===== src/rtl/traffic_pkg.sv =====
// Shared lamp encodings, phase codes and per-phase duration lookup for the
// two-direction intersection scheduler.
package traffic_pkg;

  localparam logic [2:0] LIGHT_GREEN  = 3'b001;
  localparam logic [2:0] LIGHT_YELLOW = 3'b010;
  localparam logic [2:0] LIGHT_RED    = 3'b100;

  typedef enum logic [2:0] {
    ST_IDLE      = 3'd0,
    ST_NS_GREEN  = 3'd1,
    ST_NS_YELLOW = 3'd2,
    ST_ALLRED_1  = 3'd3,
    ST_EW_GREEN  = 3'd4,
    ST_EW_YELLOW = 3'd5,
    ST_ALLRED_2  = 3'd6,
    ST_PED_WALK  = 3'd7
  } phase_e;

  // Emergency hold reports the IDLE code; a separate hold flag tells them apart.
  localparam phase_e ST_EMERG_HOLD = ST_IDLE;

  function automatic int unsigned phase_dur(phase_e s, int unsigned green_sec,
                                            int unsigned yellow_sec, int unsigned allred_sec,
                                            int unsigned ped_sec);
    case (s)
      ST_NS_GREEN, ST_EW_GREEN:   return green_sec;
      ST_NS_YELLOW, ST_EW_YELLOW: return yellow_sec;
      ST_ALLRED_1, ST_ALLRED_2:   return allred_sec;
      ST_PED_WALK:                return ped_sec;
      default:                    return 1;
    endcase
  endfunction

  function automatic logic [2:0] lamp_for(phase_e s, logic is_ew);
    if (s == (is_ew ? ST_EW_GREEN : ST_NS_GREEN))
      return LIGHT_GREEN;
    else if (s == (is_ew ? ST_EW_YELLOW : ST_NS_YELLOW))
      return LIGHT_YELLOW;
    else
      return LIGHT_RED;
  endfunction

endpackage


===== src/rtl/traffic_phase_scheduler_second_tick_gen.sv =====
// Clock-to-seconds prescaler: emits one tick per CLK_PER_SEC enabled cycles,
// restartable from zero by a synchronous clear.
module second_tick_gen #(
  parameter int CLK_PER_SEC = 100
) (
  input  logic clk,
  input  logic rst,
  input  logic en,
  input  logic clr,
  output logic tick
);

  localparam int PW = $clog2(CLK_PER_SEC);
  localparam logic [PW-1:0] LAST = PW'(CLK_PER_SEC - 1);

  logic [PW-1:0] cnt;

  assign tick = en && (cnt == LAST);

  always_ff @(posedge clk or posedge rst) begin
    if (rst)
      cnt <= '0;
    else if (clr)
      cnt <= '0;
    else if (en)
      cnt <= (cnt == LAST) ? '0 : cnt + 1'b1;
  end

endmodule


===== src/rtl/traffic_phase_scheduler.sv =====
// Intersection phase sequencer: NS/EW green-yellow-allred cycling with a
// pedestrian walk handshake and an emergency all-red override.
module traffic_phase_scheduler
  import traffic_pkg::*;
#(
  parameter int CLK_PER_SEC       = 100,
  parameter int CNT_WIDTH         = 8,
  parameter int GREEN_SEC         = 20,
  parameter int YELLOW_SEC        = 3,
  parameter int ALLRED_SEC        = 2,
  parameter int PED_SEC           = 10,
  parameter int LIGHT_STATE_WIDTH = 3
) (
  input  logic                         clk,
  input  logic                         rst,
  input  logic                         en,
  input  logic                         ped_req,
  input  logic                         emerg,
  output logic [LIGHT_STATE_WIDTH-1:0] ns_light,
  output logic [LIGHT_STATE_WIDTH-1:0] ew_light,
  output logic                         walk,
  output logic                         ped_ack,
  output logic                         sec_tick,
  output logic [CNT_WIDTH-1:0]         remain,
  output logic [2:0]                   phase
);

  phase_e st, nxt_st;
  logic   hold, nxt_hold;
  logic   leave, expire, enter_walk, ped_pending;

  second_tick_gen #(.CLK_PER_SEC(CLK_PER_SEC)) u_tick (
    .clk  (clk),
    .rst  (rst),
    .en   (en),
    .clr  (leave || hold),
    .tick (sec_tick)
  );

  assign phase      = st;
  assign expire     = sec_tick && (remain == '0);
  assign enter_walk = leave && !nxt_hold && (nxt_st == ST_PED_WALK);

  // Emergency outranks both timer expiry and a pending walk; yellows always finish.
  always_comb begin
    nxt_st   = st;
    nxt_hold = hold;
    leave    = 1'b0;
    if (en) begin
      if (hold) begin
        if (!emerg) begin
          leave    = 1'b1;
          nxt_hold = 1'b0;
          nxt_st   = ST_ALLRED_2;
        end
      end else begin
        case (st)
          ST_IDLE: begin
            leave = 1'b1;
            if (emerg) nxt_hold = 1'b1;
            else       nxt_st   = ST_NS_GREEN;
          end
          ST_NS_GREEN: if (emerg || expire) begin
            leave  = 1'b1;
            nxt_st = ST_NS_YELLOW;
          end
          ST_EW_GREEN: if (emerg || expire) begin
            leave  = 1'b1;
            nxt_st = ST_EW_YELLOW;
          end
          ST_NS_YELLOW, ST_EW_YELLOW: if (expire) begin
            leave = 1'b1;
            if (emerg) begin
              nxt_hold = 1'b1;
              nxt_st   = ST_EMERG_HOLD;
            end else begin
              nxt_st = (st == ST_NS_YELLOW) ? ST_ALLRED_1 : ST_ALLRED_2;
            end
          end
          default: if (emerg) begin
            leave    = 1'b1;
            nxt_hold = 1'b1;
            nxt_st   = ST_EMERG_HOLD;
          end else if (expire) begin
            leave = 1'b1;
            case (st)
              ST_ALLRED_1: nxt_st = ST_EW_GREEN;
              ST_ALLRED_2: nxt_st = ped_pending ? ST_PED_WALK : ST_NS_GREEN;
              default:     nxt_st = ST_NS_GREEN;
            endcase
          end
        endcase
      end
    end
  end

  always_ff @(posedge clk or posedge rst) begin
    if (rst) begin
      st          <= ST_IDLE;
      hold        <= 1'b0;
      ns_light    <= LIGHT_STATE_WIDTH'(LIGHT_RED);
      ew_light    <= LIGHT_STATE_WIDTH'(LIGHT_RED);
      walk        <= 1'b0;
      ped_ack     <= 1'b0;
      remain      <= '0;
      ped_pending <= 1'b0;
    end else begin
      ped_ack <= 1'b0;
      if (leave) begin
        st       <= nxt_st;
        hold     <= nxt_hold;
        ns_light <= LIGHT_STATE_WIDTH'(lamp_for(nxt_st, 1'b0));
        ew_light <= LIGHT_STATE_WIDTH'(lamp_for(nxt_st, 1'b1));
        walk     <= enter_walk;
        remain   <= nxt_hold ? '0 :
                    CNT_WIDTH'(phase_dur(nxt_st, GREEN_SEC, YELLOW_SEC,
                                         ALLRED_SEC, PED_SEC) - 1);
        if (enter_walk) begin
          ped_pending <= 1'b0;
          ped_ack     <= 1'b1;
        end
      end else if (sec_tick) begin
        remain <= remain - 1'b1;
      end
      // A request arriving on the walk entry edge or during the walk is dropped.
      if (en && ped_req && (st != ST_PED_WALK) && !enter_walk)
        ped_pending <= 1'b1;
    end
  end

endmodule


===== config.mk =====
export PLATFORM = sky130hd
export DESIGN_NAME = traffic_phase_scheduler
export DESIGN_NICKNAME = d
export VERILOG_FILES = /design/src/rtl/traffic_pkg.sv /design/src/rtl/traffic_phase_scheduler_second_tick_gen.sv /design/src/rtl/traffic_phase_scheduler.sv
export SDC_FILE = /design/constraint.sdc
export NUM_CORES = 1
export LEC_CHECK = 0
export ABC_AREA = 1
export CORE_MARGIN = 4
export CORE_UTILIZATION = 58
export DETAILED_ROUTE_END_ITERATION = 16
export PLACE_DENSITY = 0.8
export SLEW_MARGIN = 20
export SYNTH_ARGS = -nofsm -noshare
export SYNTH_HDL_FRONTEND = slang
export SYNTH_SLANG_ARGS = --single-unit

===== constraint.sdc =====
create_clock -name clk -period 3.9 [get_ports clk]
set_input_delay 0.78 -clock clk [delete_from_list [all_inputs] [get_ports clk]]
set_output_delay 0.78 -clock clk [all_outputs]
set_load 0.05 [all_outputs]

* Word level (Yosys, flattened, before mapping) *
Index checks and enable logic that the tools add are counted.

word-level totals
  input port bits = 5
  register bits after elaboration = 28
  output and inout port bits = 20
  word-level logic and storage cells = 93

cells by class
  $add $sub $neg = 3
  reductions and logical operators = 23
  muxes and demuxes = 43
  eq/ne operators = 15

operators with widths
  kind                                                                number
  3-bit two-way mux                                                   16
  8-bit two-way mux                                                   4
  3-bit == test, second input constant                                7
  7-bit two-way mux                                                   3
  5-bit one-hot mux with 4 select lines                               1
  8-bit by 1-bit subtractor with 8-bit output, second input constant  2
  1-bit two-way mux                                                   15
  3-bit by 2-bit == test with 1-bit output, second input constant     4
  3-bit one-hot mux with 4 select lines                               1
  2-bit OR reduction                                                  5
  8-bit logical NOT                                                   1
  2-bit nonzero test                                                  4
  7-bit by 1-bit adder with 7-bit output, second input constant       1
  7-bit == test, second input constant                                1
  1-bit logical AND                                                   7
  3-bit by 1-bit == test with 1-bit output, second input constant     2
  3-bit one-hot mux with 2 select lines                               1
  3-bit logical NOT                                                   1
  3-bit != test, second input constant                                1
  1-bit one-hot mux with 3 select lines                               1
  1-bit logical NOT                                                   2
  1-bit logical OR                                                    2
  1-bit one-hot mux with 2 select lines                               1
  2-bit AND reduction                                                 1

* Longest topological paths before layout *
Gate-level depths: netlist of run 1.

  depth in word-level cells = 15
  gate-level depth with buffers = 16
  mapped depth without buffers = 16

* Cells and area by module *
From an unflattened synthesis of run 1, not the netlist that was laid out.

second synthesis, totals
  cells, all modules = 262
  area, all modules = 1819.2 um^2

modules (own cells, without submodules)
  module                   area each (um^2)  cells each  sequential area each (um^2)  times used
  traffic_phase_scheduler  1345.0            191         528.0                        1
  second_tick_gen          474.2             71          175.2                        1

* Worst setup path after synthesis of run 1 *
No wires, ideal clock.

  kind = flip-flop to flip-flop
  start = register remain[0]
  end = register remain[5]
  stages on the path, launching flop included = 14
  setup slack = 1.702 ns
  clock period less this slack = 2.198 ns
  path buffers = 0
  arrival = 2.075 ns
  required time = 3.777 ns
  setup time = 0.123 ns
  cells stage by stage = dfrtp_1 -> inv_1 -> ha_1 -> nand2_1 -> nor2_4 -> nand3_4 -> nand2_2 -> nand3b_2 -> nand2_4 -> nand2_4 -> o21ai_4 -> nand4_1 -> o21ai_1 -> a21oi_1

between the ends
  longest elaborated chain between the ends = 14
  elaborated cells on any way between the ends = 39
  those cells by class = add/sub: 2; eq/ne: 7; mux: 23; reduce/logical: 7

ends and longest elaborated chain
  element                                                           RTL line                                                                                     text
  start, declared                                                   traffic_phase_scheduler.sv:24                                                                output logic [CNT_WIDTH-1:0] remain,
  start signal, assigned                                            traffic_phase_scheduler.sv:115                                                               remain <= nxt_hold ? '0 :
  start signal, assigned                                            traffic_phase_scheduler.sv:123                                                               remain <= remain - 1'b1;
  8-bit logical NOT                                                 traffic_phase_scheduler.sv:41                                                                assign expire = sec_tick && (remain == '0);
  1-bit logical AND                                                 traffic_phase_scheduler.sv:41
  3-bit two-way mux or 1-bit logical OR (tied branches)             traffic_phase_scheduler.sv:84, traffic_phase_scheduler.sv:63, traffic_phase_scheduler.sv:67
  3-bit two-way mux, on equally long branches                       traffic_phase_scheduler.sv:80, traffic_phase_scheduler.sv:63, traffic_phase_scheduler.sv:67
  3-bit one-hot mux with 4 select lines                             traffic_phase_scheduler.sv:57                                                                case (st)
  3-bit two-way mux                                                 traffic_phase_scheduler.sv:50                                                                if (hold) begin
  3-bit two-way mux                                                 traffic_phase_scheduler.sv:49                                                                if (en) begin
  3-bit by 2-bit == test with 1-bit output (tied with other cells)  traffic_pkg.sv:26                                                                            case (s)
  2-bit OR reduction                                                traffic_pkg.sv:26
  5-bit one-hot mux with 4 select lines                             traffic_pkg.sv:26
  8-bit two-way mux                                                 traffic_phase_scheduler.sv:109                                                               if (leave) begin
  8-bit by 1-bit subtractor with 8-bit output                       traffic_phase_scheduler.sv:117                                                               ALLRED_SEC, PED_SEC) - 1);
  8-bit two-way mux                                                 traffic_phase_scheduler.sv:115
  8-bit two-way mux                                                 traffic_phase_scheduler.sv:109

Parallel ways exist; a longest one is shown, timed or not. The select of a mux whose other input is x is not followed.
A chain may end at the register's enable or synchronous reset.

* Worst setup path after layout of run 1 *
  start = input en
  end = output sec_tick

between the ends
  longest elaborated chain between the ends = 1

ends and longest elaborated chain
  element            RTL line                                       text
  start, declared    traffic_phase_scheduler.sv:16                  input logic en,
  1-bit logical AND  traffic_phase_scheduler_second_tick_gen.sv:18  assign tick = en && (cnt == LAST);
  end, declared      traffic_phase_scheduler.sv:23                  output logic sec_tick,

Every way passes these cells.

==> qor.yml, run 1 <==
drive_gt1_share_pct: 16.2
antenna_found_initial: 0
avgViaCountPerCell: 5.57
ios: 25
clk_pin_slew_ps: 150
power-per-cell-area_nw_per_um2: 792
syn_area_um2: 1760
postSynthAreaPerCell_um2: 7.80
ir_drop_uv: 530
cts_buffer_depth: 2
dieArea_um2: 3990
diodes: 0
start_kind: "primary input"
dp_hpwl_um: 3010
critPathCaptureType: "primary output"
wl_per_cell_um: 14.0
synth_top_area_share_pct: 36.9
period_share_pct: 84.7
synth_edf_count: 0
max_slew_margin_pct: 61.1
dpl_cell_area_um2: 2040
slowest_stage: "clkdlybuf4s50_1"
cts_root_buf: "clkbuf_4"
final.min_clock_period_ps: 3300
port_buffers: 24
syn_to_final_growth_pct: 18.5
crit_top_cell: "clkdlybuf4s50_1"
cts_buffers: 3
rsz0062_at_grt: "false"
cp.required_ps: 3120
cts_hold_buf: 0
cts_tree: "yes"
insertion_delay_ps: 340
dr.pass1.iters: 4
crit_arrival_ps: 2520
synth-main-ff-cell: "dfrtp_1"
htree_levels: 1
grt_pass1_vias: 1549
max_freq_ghz: 0.303
tns_ps: 0
use_met1_pct: 27.4
start_util_pct: 62.3
grt_usage_pct: 21.7
ant_nets: 0
grt-ovfl-total: 0
cp_max_fo: 6
min_path_type: "flop to flop"
fin_skew_ps: 2.60
dp_cells: 280
yosysWarnings: 0
hold_viol: 0
yosysUniqueCellTypes: 33
drc: 0
initialDrtViolationCount: 69
status: "complete, no violations"
yosys-top-cells-area: "dfrtp_1 37%, nand2_1 10%, nor2_1 6.8%, nand3_1 4.5%, inv_1 4.3%"
fin_nets: 262
final_cell_area_um2: 2090
finalNonFillerCells: 284
rows: 19
worstSetupPathType: "primary input to primary output"
synth_commonest_cells: "49 x nand2_1, 32 x nor2_1, 26 x dfrtp_1"
cts_setup_buffers: 0
max_stage_delay_ps: 820
setup_viol: 0
crit_path_cell_trace: "clkdlybuf4s50_1, inv_2, nor2_4, clkdlybuf4s50_1"
finalMaxSlewViolations: 0
netlist.top_cell.by_area: "dfrtp_1"
place_congestion: 0.915
core_um2: 2830
maxCapViolCount: 0
grt_max_degree: 29
synth.most_common_cell: "nand2_1"
syn_inst: 226
tightest_slew_ps: 583
use_met2_pct: 38.3
vias: 1583
cts_sinks: 28
ctsResizeCount: 0
async_reset_ff_share_pct: 100
die_x_um: 63.1
drt_wl_total_um: 3980
busiest_layer: "met2"
met3_usage_pct: 2.66
synth_seq_cells: 28
seq_area_frac_synth_pct: 39.9
die_h_um: 63.1
synth_nets: 234
grt_first_pass_wirelength_um: 6950
total_leakage_power_nw: 0.957
## cell families (layout without fill, tap and decap cells)
group	count (synthesis)	after routing	synth area share, %
adders and majority gates	3	3	2.13
and+or+nand+nor	127	127	35.5
AOI/OAI and AO/OA	32	32	12.5
xor gates and xnor gates	8	8	3.97
DFF	28	28	39.9
buffers and inverters	28	55	6.03
## final cells by class
type                            instances  area, µm²
Clock buffer                            3       22.5
Clock inverter                          1       30.0
Fill cell                             220        739
Inverter                               27        101
Multi-Input combinational cell        170        953
Sequential cell                        28        703
Tap cell                               31       38.8
Timing Repair Buffer                   24        240
## cells in the final DEF (no fill, tap or decap), types with 2 or more instances in the layout
cell type        count
a21oi_1              9
clkbuf_4             3
clkdlybuf4s50_1     24
dfrtp_1             26
dfstp_2              2
ha_1                 3
inv_1               19
inv_2                8
nand2_1             49
nand2_2              8
nand2_4              3
nand3_1             16
nand4_1              6
nor2_1              32
nor2_2               4
nor2_4               3
nor3_1               2
o21ai_0              7
o21ai_1              4
o22ai_1              4
xnor2_1              2
xor2_1               6
## critical path, delay by kind of cell
kind | cells | cell delay [ps]
buffers and inverters | 3 | 1550
and+or+nand+nor | 1 | 180
## state kept, by name (all words and copies together), names as in the netlist
register,flops
ew_light,3
hold,1
ns_light,3
ped_ack,1
ped_pending,1
phase,3
remain,8
u_tick.cnt,7
walk,1
## where the power goes
group | switching (mW) | internal [mW] | total (mW) | leakage [nW]
registers | 0.0954 | 0.384 | 0.479 | 0.354
clock network | 0.0901 | 0.104 | 0.194 | 0.0279
logic | 0.673 | 0.309 | 0.982 | 0.574
## per-stage QoR
stage | hold slack (ps) | power [mW] | setup WS, ps | util [%]
floorplan | 479 | 1.19 | 1700 | -
global placement | 463 | 1.45 | 615 | 72.0
detailed placement | 472 | 1.46 | 609 | 72.0
CTS | 492 | 1.66 | 600 | 73.9
global route | 513 | 1.77 | 550 | 73.9
finish | 489 | 1.66 | 596 | 73.9
## routing by layer
metal  vias to the layer above  wire (µm)
li1                        794          -
met3                         7        167
met1                       746       1750
met5                         -          0
met2                        36       1990
met4                         0         68
## path summary, 6_finish.rpt
check / startpoint / depth (start not counted) / end / slack (ps)
worst max-delay path: en / 4 / sec_tick / 600
min in group asynchronous: rst / 2 / phase[0] / 800
worst min-delay path: ew_light[2] / 2 / ew_light[2] / 490
worst max register to register: remain[0] / 13 / ped_pending / 1520
worst min register to register: ew_light[2] / 2 / ew_light[2] / 490
max in group asynchronous: rst / 2 / ped_ack / 2720
Power figures use the tool's default switching activity.
==> inputs of run 2 (changes only) <==
--- a/config.mk
+++ b/config.mk
@@ -7,9 +7,9 @@
 export LEC_CHECK = 0
 export ABC_AREA = 1
 export CORE_MARGIN = 4
-export CORE_UTILIZATION = 58
+export CORE_UTILIZATION = 49
 export DETAILED_ROUTE_END_ITERATION = 16
-export PLACE_DENSITY = 0.8
+export PLACE_DENSITY = 0.72
 export SLEW_MARGIN = 20
 export SYNTH_ARGS = -nofsm -noshare
 export SYNTH_HDL_FRONTEND = slang
==> constraint.sdc (replaced) <==
create_clock -name clk -period 2.7 [get_ports clk]
set_input_delay 0.54 -clock clk [delete_from_list [all_inputs] [get_ports clk]]
set_output_delay 0.54 -clock clk [all_outputs]
set_load 0.05 [all_outputs]
==> run 2 against run 1 <==
Effect of this change:
- final cell count rose by 6.3%
- final area increased by 2.5%
- highest routed layer unchanged
- critical endpoint is now ped_pending
- count of clock-buffer cells in the layout unchanged
- setup slack worse by 250 ps
- combinational power up 46%
- critical path depth increased by 9
- via count fell by 1.1%
- power grew 45%
==> qor.yml, run 2 (same netlist as run 1, synthesis figures left out) <==
status: "complete, no violations"
drc: 0
drt_wl_total_um: 4050
dieArea_um2: 4620
cp.required_ps: 2940
cp_max_fo: 17
rsz0062_at_grt: "false"
vias: 1565
hold_viol: 0
start_kind: "flop"
dp_cells: 298
grt_max_degree: 29
htree_levels: 1
final_cell_area_um2: 2140
start_util_pct: 51.6
grt_usage_pct: 20.1
seqPwrFrac_pct: 28.8
max_stage_delay_ps: 450
fin_skew_ps: 6.02
fin_nets: 265
grt-ovfl-total: 0
period_share_pct: 87.1
place_congestion: 0.946
antenna_found_initial: 0
maxCapViolCount: 0
pwr-share-comb_pct: 59.5
ir_drop_uv: 624
internal_power_mw: 1.16
core_um2: 3420
top_register: "remain"
die_h_um: 68.0
power_switching_share_pct: 51.5
drive_gt1_share_pct: 17.2
cts_hold_buf: 0
ctsResizeCount: 0
worstSetupPathType: "flop to flop"
critPathCaptureType: "flop"
slowest_stage: "dfrtp_1"
max_slew_margin_pct: 65.9
avgViaCountPerCell: 5.18
rows: 21
cts_tree: "yes"
grt_first_pass_wirelength_um: 7060
diodes: 0
final_cell_mix: "49 x nand2_1, 32 x nor2_1, 26 x dfrtp_1"
p_sw_mw: 1.24
final.min_clock_period_ps: 2350
tns_ps: 0
initialDrtViolationCount: 148
cts_setup_buffers: 0
reg.largest.list: "remain: 8 flops, u_tick.cnt: 7 flops"
final_common_cell: "nand2_1"
crit_path_cell_trace: "inv_1, ha_1, nand2_1, nor2_4, nand3_4, nand2_2, nand3b_2, nand2_4, nand2_4, inv_2, nand4_1, inv_1, a21oi_2"
dp_hpwl_um: 3020
dpl_cell_area_um2: 2090
wl_per_cell_um: 13.4
finalWorstSetupSlack_ps: 350
largest_reg_flops: 8
max_freq_ghz: 0.425
path_buf_inv: 3
finalNonFillerCells: 302
ant_nets: 0
finalMaxSlewViolations: 0
min_path_type: "flop to flop"
setup_viol: 0
insertion_delay_ps: 330
port_buffers: 24
die_x_um: 68.0
cts_buffer_depth: 2
dp_slack_ps: 113
power-per-cell-area_nw_per_um2: 1120
pwr-share-clk_pct: 11.7
syn_to_final_growth_pct: 21.4
cts_root_buf: "clkbuf_4"
grt_pass1_vias: 1475
ios: 25
tightest_slew_ps: 510
dr.pass1.iters: 4
total_leakage_power_nw: 0.977
crit_arrival_ps: 2590
nFillCells: 325
clk_pin_slew_ps: 160
cts_sinks: 28
critPathTopFamily: "simple AND/OR/NAND/NOR gates"
cts_buffers: 3
==> run 2: layer usage <==
metal,up-vias,GRT usage (%),routed length (µm)
met4,0,5.21,24
met1,711,32.3,2020
met3,2,2.79,296
met5,-,0,0
met2,54,27.7,1710
li1,798,-,-
==> run 2: final timing paths <==
kind	from	to	slack, ps	depth (start not counted)
setup / recovery	remain[1]	ped_pending	350	13
hold / removal	ns_light[2]	ns_light[2]	490	2
setup reg to reg	remain[1]	ped_pending	350	13
hold reg to reg	ns_light[2]	ns_light[2]	490	2
max in group asynchronous	rst	ns_light[2]	1840	3
min in group asynchronous	rst	ew_light[0]	540	3
==> run 2: power by group through the flow <==
stage	clock [mW]	combinational, mW	sequential [mW]
after floorplan	0	0.655	1.06
after global placement	0	1.42	0.698
after detailed placement	0	1.42	0.696
after CTS	0.290	1.43	0.689
after global routing	0.310	1.56	0.714
final	0.281	1.43	0.690
==> run 2: through the flow <==
step | hold WS [ps] | utilization [%] | total power, mW
finish | 485 | 62.7 | 2.40
global route | 501 | 62.7 | 2.59
detailed placement | 458 | 61.1 | 2.12
floorplan | 479 | - | 1.72
CTS | 488 | 62.7 | 2.41
global placement | 462 | 61.1 | 2.12
==> run 2: worst register-to-register path, stage by stage, from the launching register on <==
cell and delay [ps]:
dfrtp_1 450, inv_1 110, ha_1 160, nand2_1 80
nor2_4 190, nand3_4 140, nand2_2 130, nand3b_2 130
nand2_4 110, nand2_4 140, inv_2 180, nand4_1 240
inv_1 160, a21oi_2 40
==> run 2: layout make-up <==
class | count | area (µm²) | area share (%)
multi-input cells | 170 | 953 | 44.5
flip-flops and latches | 28 | 703 | 32.8
repair buffers | 27 | 273 | 12.7
inverters | 27 | 101 | 4.73
well taps | 46 | 57.6 | 2.69
clock inverters | 1 | 30.0 | 1.40
clock buffers | 3 | 22.5 | 1.05
